===== src/rtl/io_pkg.sv =====
// Board-level constants shared by the input conditioning logic.
// The default debounce length is derived from the board clock and the debounce time.
package io_pkg;

  localparam int CLK_HZ                  = 100000000;
  localparam int DEBOUNCE_MS             = 10;
  localparam int DEBOUNCE_CYCLES_DEFAULT = (CLK_HZ / 1000) * DEBOUNCE_MS;
  localparam int BTN_CHANNELS            = 5;
  localparam int SW_CHANNELS             = 16;

  typedef struct packed {
    logic level;
    logic rise;
    logic fall;
  } ch_status_t;

endpackage


===== src/rtl/debounce_channel.sv =====
// Single-bit input conditioner: synchroniser, stability counter, stable level, edge pulses.
// The stable level only moves after DEBOUNCE_CYCLES consecutive qualified samples disagree with it.
module debounce_channel
  import io_pkg::*;
#(
  parameter int   SYNC_STAGES     = 2,
  parameter int   DEBOUNCE_CYCLES = DEBOUNCE_CYCLES_DEFAULT,
  parameter logic RESET_LEVEL     = 1'b0
) (
  input  logic clk,
  input  logic rst,
  input  logic sample_en,
  input  logic raw_in,
  output logic level_out,
  output logic rise_pulse,
  output logic fall_pulse
);

  localparam int                CNT_W    = $clog2(DEBOUNCE_CYCLES + 1);
  localparam logic [CNT_W-1:0] CNT_LAST = CNT_W'(DEBOUNCE_CYCLES - 1);

  if (SYNC_STAGES < 2 || SYNC_STAGES > 4) begin : g_bad_sync
    $error("debounce_channel: SYNC_STAGES must be in 2..4");
  end
  if (DEBOUNCE_CYCLES < 1) begin : g_bad_deb
    $error("debounce_channel: DEBOUNCE_CYCLES must be at least 1");
  end

  logic [SYNC_STAGES-1:0] sync_q, sync_d;
  logic [CNT_W-1:0]       cnt_q, cnt_d;
  logic                   stable_q, stable_d;
  logic                   rise_q, rise_d;
  logic                   fall_q, fall_d;
  logic                   synced;

  assign synced = sync_q[SYNC_STAGES-1];
  assign sync_d = {sync_q[SYNC_STAGES-2:0], raw_in};

  always_comb begin
    cnt_d    = cnt_q;
    stable_d = stable_q;
    rise_d   = 1'b0;
    fall_d   = 1'b0;
    // Any sample that agrees with the stable level cancels accumulated progress.
    if (synced == stable_q) begin
      cnt_d = '0;
    end else if (sample_en) begin
      if (cnt_q == CNT_LAST) begin
        stable_d = synced;
        cnt_d    = '0;
        rise_d   = synced;
        fall_d   = ~synced;
      end else begin
        cnt_d = cnt_q + CNT_W'(1);
      end
    end
  end

  always_ff @(posedge clk or negedge rst) begin
    if (!rst) begin
      sync_q   <= {SYNC_STAGES{RESET_LEVEL}};
      cnt_q    <= '0;
      stable_q <= RESET_LEVEL;
      rise_q   <= 1'b0;
      fall_q   <= 1'b0;
    end else begin
      sync_q   <= sync_d;
      cnt_q    <= cnt_d;
      stable_q <= stable_d;
      rise_q   <= rise_d;
      fall_q   <= fall_d;
    end
  end

  assign level_out  = stable_q;
  assign rise_pulse = rise_q;
  assign fall_pulse = fall_q;

endmodule


===== src/rtl/io_debouncer.sv =====
// Multi-channel input conditioner: one debounce_channel per pin plus a combined change flag.
// any_change is an OR of registered pulses, so no path from raw_in reaches an output.
module io_debouncer
  import io_pkg::*;
#(
  parameter int   CHANNELS        = BTN_CHANNELS,
  parameter int   SYNC_STAGES     = 2,
  parameter int   DEBOUNCE_CYCLES = DEBOUNCE_CYCLES_DEFAULT,
  parameter logic RESET_LEVEL     = 1'b0
) (
  input  logic                clk,
  input  logic                rst,
  input  logic                sample_en,
  input  logic [CHANNELS-1:0] raw_in,
  output logic [CHANNELS-1:0] level_out,
  output logic [CHANNELS-1:0] rise_pulse,
  output logic [CHANNELS-1:0] fall_pulse,
  output logic                any_change
);

  ch_status_t st [CHANNELS];

  for (genvar i = 0; i < CHANNELS; i++) begin : g_ch
    debounce_channel #(
      .SYNC_STAGES    (SYNC_STAGES),
      .DEBOUNCE_CYCLES(DEBOUNCE_CYCLES),
      .RESET_LEVEL    (RESET_LEVEL)
    ) u_ch (
      .clk       (clk),
      .rst       (rst),
      .sample_en (sample_en),
      .raw_in    (raw_in[i]),
      .level_out (st[i].level),
      .rise_pulse(st[i].rise),
      .fall_pulse(st[i].fall)
    );
    assign level_out[i]  = st[i].level;
    assign rise_pulse[i] = st[i].rise;
    assign fall_pulse[i] = st[i].fall;
  end

  assign any_change = |(rise_pulse | fall_pulse);

endmodule


===== config.mk =====
export PLATFORM = sky130hd
export DESIGN_NAME = io_debouncer
export DESIGN_NICKNAME = d
export VERILOG_FILES = /design/src/rtl/io_pkg.sv /design/src/rtl/debounce_channel.sv /design/src/rtl/io_debouncer.sv
export SDC_FILE = /design/constraint.sdc
export NUM_CORES = 1
export LEC_CHECK = 0
export ABC_AREA = 0
export CAP_MARGIN = 0
export CORE_MARGIN = 2
export CORE_UTILIZATION = 46
export DETAILED_ROUTE_END_ITERATION = 8
export HOLD_SLACK_MARGIN = 0.08
export PLACE_DENSITY = 0.73
export SLEW_MARGIN = 40
export SYNTH_ARGS = -nofsm -noshare
export SYNTH_HDL_FRONTEND = slang
export SYNTH_SLANG_ARGS = --single-unit

===== constraint.sdc =====
create_clock -name clk -period 1.92 [get_ports clk]
set_input_delay 0.384 -clock clk [delete_from_list [all_inputs] [get_ports clk]]
set_output_delay 0.384 -clock clk [all_outputs]
set_load 0.005 [all_outputs]

---- Yosys cells after proc, flatten, opt, wreduce, memory -nomap -nowiden ----
Cells that the tools add are included.
word-level totals
  logic and storage cells ................. 107
  flip-flop bits (word level) ............. 125
operators by class
  muxes and demuxes ....................... 45
  add/subtract/negate cells ............... 5
  bitwise operators ....................... 11
  reductions and logical operators ........ 11
  eq/ne operators ......................... 10
operator list
  cell                                                             number
  20-bit two-way mux                                               15
  20-bit by 1-bit adder with 20-bit output, second input constant  5
  20-bit equality test, second input constant                      5
  1-bit two-way mux                                                30
  3-bit AND reduction                                              5
  1-bit NOT                                                        10
  2-bit nonzero test                                               5
  1-bit equality test                                              5
  5-bit bitwise OR                                                 1
  5-bit OR reduction                                               1

---- Logic depth before layout (Yosys ltp) ----
  word-level depth ........................ 4
  depth in mapped cells ................... 8

---- By module ----
A second synthesis with hierarchy kept.
unflattened totals
  cells, all modules ...................... 739
  area, all modules ....................... 6,673.9 µm²
modules (own cells, without submodules)
  module                                instances  cells each  seq. area each (µm²)  area each (µm²)
  debounce_channel at g_ch[0].u_ch ...  4          147         625.6                 1,331.3
  debounce_channel at g_ch[1].u_ch      1          147         625.6                 1,327.5
  io_debouncer                          1          4           0.0                   21.3

---- Least setup slack after synthesis ----
Ideal clock, no wire load.
  path kind ............................... flip-flop to flip-flop
  start point ............................. register g_ch[4].u_ch.cnt_q[8]
  end point ............................... register g_ch[4].u_ch.cnt_q[17]
  period minus slack after synthesis ...... 2.113 ns
  arrival time ............................ 1.990 ns
  path slack .............................. -0.193 ns
  cell stages (with the launch flop) ...... 8
  buffers on the path ..................... 2
  library setup time ...................... 0.124 ns
  cells stage by stage .................... dfrtp_1 or4b_1 or4_4 o21a_1 buf_6 buf_6 a32oi_1 nand2_1
between the ends
  longest elaborated chain between the ends .. 4
  elaborated cells between the ends (all ways) .. 5
  classes of those cells .................. 1 x add/sub; 1 x eq/ne; 3 x mux
ends and longest elaborated chain
  what                                                                                     line                                            text
  start: declaration                                                                       debounce_channel.sv:30                          logic [CNT_W-1:0] cnt_q, cnt_d;
  start signal: assignment                                                                 debounce_channel.sv:68                          cnt_q <= cnt_d;
  20-bit by 1-bit adder with 20-bit output / 20-bit equality test (equally long branches)  debounce_channel.sv:54, debounce_channel.sv:48
  20-bit two-way mux *                                                                     debounce_channel.sv:48                          if (cnt_q == CNT_LAST) begin
  20-bit two-way mux *                                                                     debounce_channel.sv:47                          end else if (sample_en) begin
  20-bit two-way mux *                                                                     debounce_channel.sv:45                          if (synced == stable_q) begin
Every way passes the cells marked *; elsewhere a longest branch is shown, timed or not. The select of a mux whose other input is x is not followed.
A chain may end at the register's enable or synchronous reset.

---- Worst setup path in the final report ----
  start point ............................. register g_ch[4].u_ch.cnt_q[8]
  end point ............................... register g_ch[4].u_ch.cnt_q[18]
Same word-level chain as after synthesis.

==> flow_summary.json <==
{
  "status": "complete, but fails checks",
  "failed_checks": "negative setup slack",
  "drive_gt1_frac": 0.3237,
  "final_cell_mix": "124 x dfrtp_1, 122 x buf_4, 81 x nand2_1",
  "synth_top_area_frac": 0.4786,
  "drt.antenna.violating_nets": 0,
  "synth_area_um2": 6536,
  "diodes": 0,
  "power.share.sequential": 0.426,
  "grt_usage": 0.2383,
  "syn_inst": 708,
  "hold_viol_final": 0,
  "drt_iter0_markers": 545,
  "fin_crit_ps": 2191,
  "leakagePower_uw": 0.003897,
  "grt_pass1_vias": 5915,
  "wl_per_cell_um": 17.74,
  "clkTransAtPathRegs_ps": 60,
  "ioPinCount": 24,
  "maxCapViolations": 0,
  "syn_to_final_growth_pct": 39.20,
  "synth-seq-cells": 125,
  "combPwrFrac": 0.078,
  "overflow": 0,
  "synth-edff-count": 0,
  "drcViolationCount": 0,
  "io_buffer_count": 23,
  "initial_core_util": 0.4709,
  "p_total_uw": 6353,
  "finalNetCount": 862,
  "ys_seq_area_frac": 0.4786,
  "reg2reg_depth": 6,
  "async_reset_ff_frac": 1.000,
  "cts_buffers": 17,
  "core_um2": 13880,
  "rr_startpoint": "g_ch[4].u_ch.cnt_q[8]",
  "antenna_found_initial": 0,
  "critPathTopFamily": "simple AND/OR/NAND/NOR gates",
  "met1_usage": 0.3071,
  "syn_nets": 721,
  "critPathBufInv": 1,
  "clk_latency_ps": 420,
  "rows": 43,
  "switching_share": 0.2346,
  "crit_path_start_kind": "flip-flop",
  "ys_types": 58,
  "arrival_ps": 2480,
  "cts_tree": "yes",
  "clock_tree.buffer_depth": 2,
  "crit_start": "g_ch[4].u_ch.cnt_q[8]",
  "finalClockSkew_ps": 5.396,
  "busiest_layer": "met2",
  "power_density_nw_per_um2": 698.2,
  "crit_chain": "or4b_4 > or4_4 > o21a_4 > buf_6 > a41oi_2 > a31oi_1",
  "grt_max_degree": 77,
  "final_common_cell": "dfrtp_1",
  "grt_use_met3": 0.04520,
  "internal_power_uw": 4862,
  "fmax_mhz": 456.3,
  "place_congestion": 0.8525,
  "setup_ws_ps": -271.4,
  "maxSlewViolCount": 0,
  "cts.sinks": 125,
  "end_kind": "flip-flop",
  "vias": 6341,
  "die_h_um": 123.2,
  "crit_fanout": 8,
  "pwr-share-clk": 0.497,
  "hpwl_um": 11550,
  "cp.required_ps": 2210,
  "synth_area_leaders": "dfrtp_1 48%, a31oi_1 5.8%, nand2_1 4.8%",
  "post_drt_via_cell_ratio": 6.085,
  "r2r_end": "g_ch[4].u_ch.cnt_q[18]",
  "reg2reg_slack_ps": -270,
  "cts_root_buf": "clkbuf_16",
  "h-tree-depth": 4,
  "yosysWarnings": 0,
  "synth_largest_area_cell": "dfrtp_1",
  "relSlewSlack": 0.4360,
  "use_met2": 0.3884,
  "die_x_um": 123.2,
  "postRouteWirelength_um": 18490,
  "ys.flop_type": "dfrtp_1",
  "p_sw_uw": 1491,
  "setup_violations": 51,
  "hp-class": "input port to async pin",
  "tightest_slew_ps": 842.9,
  "die-area_um2": 15180,
  "critPathSlowestCell": "or4b_4",
  "cpPeakStageDelay_ps": 540,
  "rsz0062_at_grt": "true",
  "syn_avg_cell_area_um2": 9.232,
  "firstDrtPassIters": 7,
  "worstSetupPathType": "flip-flop to flip-flop",
  "ir_drop_v": 0.0005952,
  "hold_ws_ps": 333.0,
  "grt_pass1_wl_um": 28330,
  "finalCritPeriodShare": 1.141
}
## registers in the layout (all words and copies together), names as in the netlist
name / flops
g_ch.u_ch.rise_pulse: 5
g_ch.u_ch.sync_q: 10
g_ch.u_ch.cnt_q: 100
g_ch.u_ch.level_out: 5
g_ch.u_ch.fall_pulse: 5
## timing repair
action                                  in CTS  in global routing
resized for setup                           45                 80
cloned                                       2                  2
hold buffers                                 1                  0
hold endpoints to repair                    49                  0
endpoints found under the setup margin      49                 76
pin swaps                                   18                 26
buffers inserted                             6                 11
## Yosys cell counts (all sizes together), types with 9 or more instances
cell    number
inv         14
nand3       44
or3          9
a41oi       13
xor2        10
buf         26
nand2       84
nor4        12
nand2b      11
dfrtp      125
nor2        43
nor3        14
and3        18
a31oi       61
clkbuf      19
and4         9
nand4       29
a21oi       48
o21ai       28
## cells by family after synthesis
| kind of cell | synth area share |
|---|---|
| adders and majority gates | 0.009571 |
| DFF | 0.4786 |
| muxes | 0.02106 |
| and+or+nand+nor | 0.2452 |
| xor gates and xnor gates | 0.01742 |
| AOI/OAI and AO/OA | 0.1813 |
| buffers and inverters | 0.04690 |
## per-stage QoR
stage | worst slack (ps) | instance area (um^2) | std cells | setup TNS (ps) | util
CTS | -208.7 | 8612 | 1029 | -2975 | 0.6204
global route | -290.3 | 9099 | 1042 | -8214 | 0.6555
detailed placement | -262.1 | 7766 | 988 | -7725 | 0.5595
floorplan | -193.5 | 6600 | 708 | -2187 | -
global placement | -202.5 | 7766 | 988 | -4139 | 0.5595
finish | -271.4 | 9099 | 1042 | -4688 | 0.6555
## how the worst max path moves through the flow
stage	endpoint	slack, ps	depth (start not counted)
final	g_ch[4].u_ch.cnt_q[18]	-270	6
after global routing	g_ch[4].u_ch.cnt_q[18]	-290	6
after CTS	g_ch[4].u_ch.cnt_q[18]	-210	6
after detailed placement	g_ch[4].u_ch.cnt_q[6]	-260	6
after global placement	g_ch[4].u_ch.cnt_q[8]	-200	7
after floorplan	g_ch[4].u_ch.cnt_q[17]	-190	7
## area by class of cell
class,count,area (um^2)
Clock buffer,24,511.7
Timing Repair Buffer,167,1450
Tap cell,180,225.2
Sequential cell,125,3129
Inverter,14,52.55
Clock inverter,8,81.33
Fill cell,1008,4782
Multi-Input combinational cell,524,3649
## metal layers
layer	up-vias	wire length [um]
met5	-	0
met3	56	1006
met4	0	662
met2	248	9202
li1	2933	-
met1	3104	7617
## power groups by stage
stage	Sequential, uW	Clock (uW)	Combinational [uW]
2_1_floorplan	2750	0	183
3_3_place_gp	2750	0	380
3_5_place_dp	2750	0	396
4_1_cts	2700	3200	430
5_1_grt	2710	3310	534
6_report	2700	3150	494
## worst register-to-register path, delay by kind of cell, from the launching register on
kind | cells | cell delay (ps)
simple gates | 2 | 1020
compound gates | 3 | 530
buf+inv | 1 | 140
flops | 1 | 380
No activity file was read; power rests on OpenSTA's default activity.
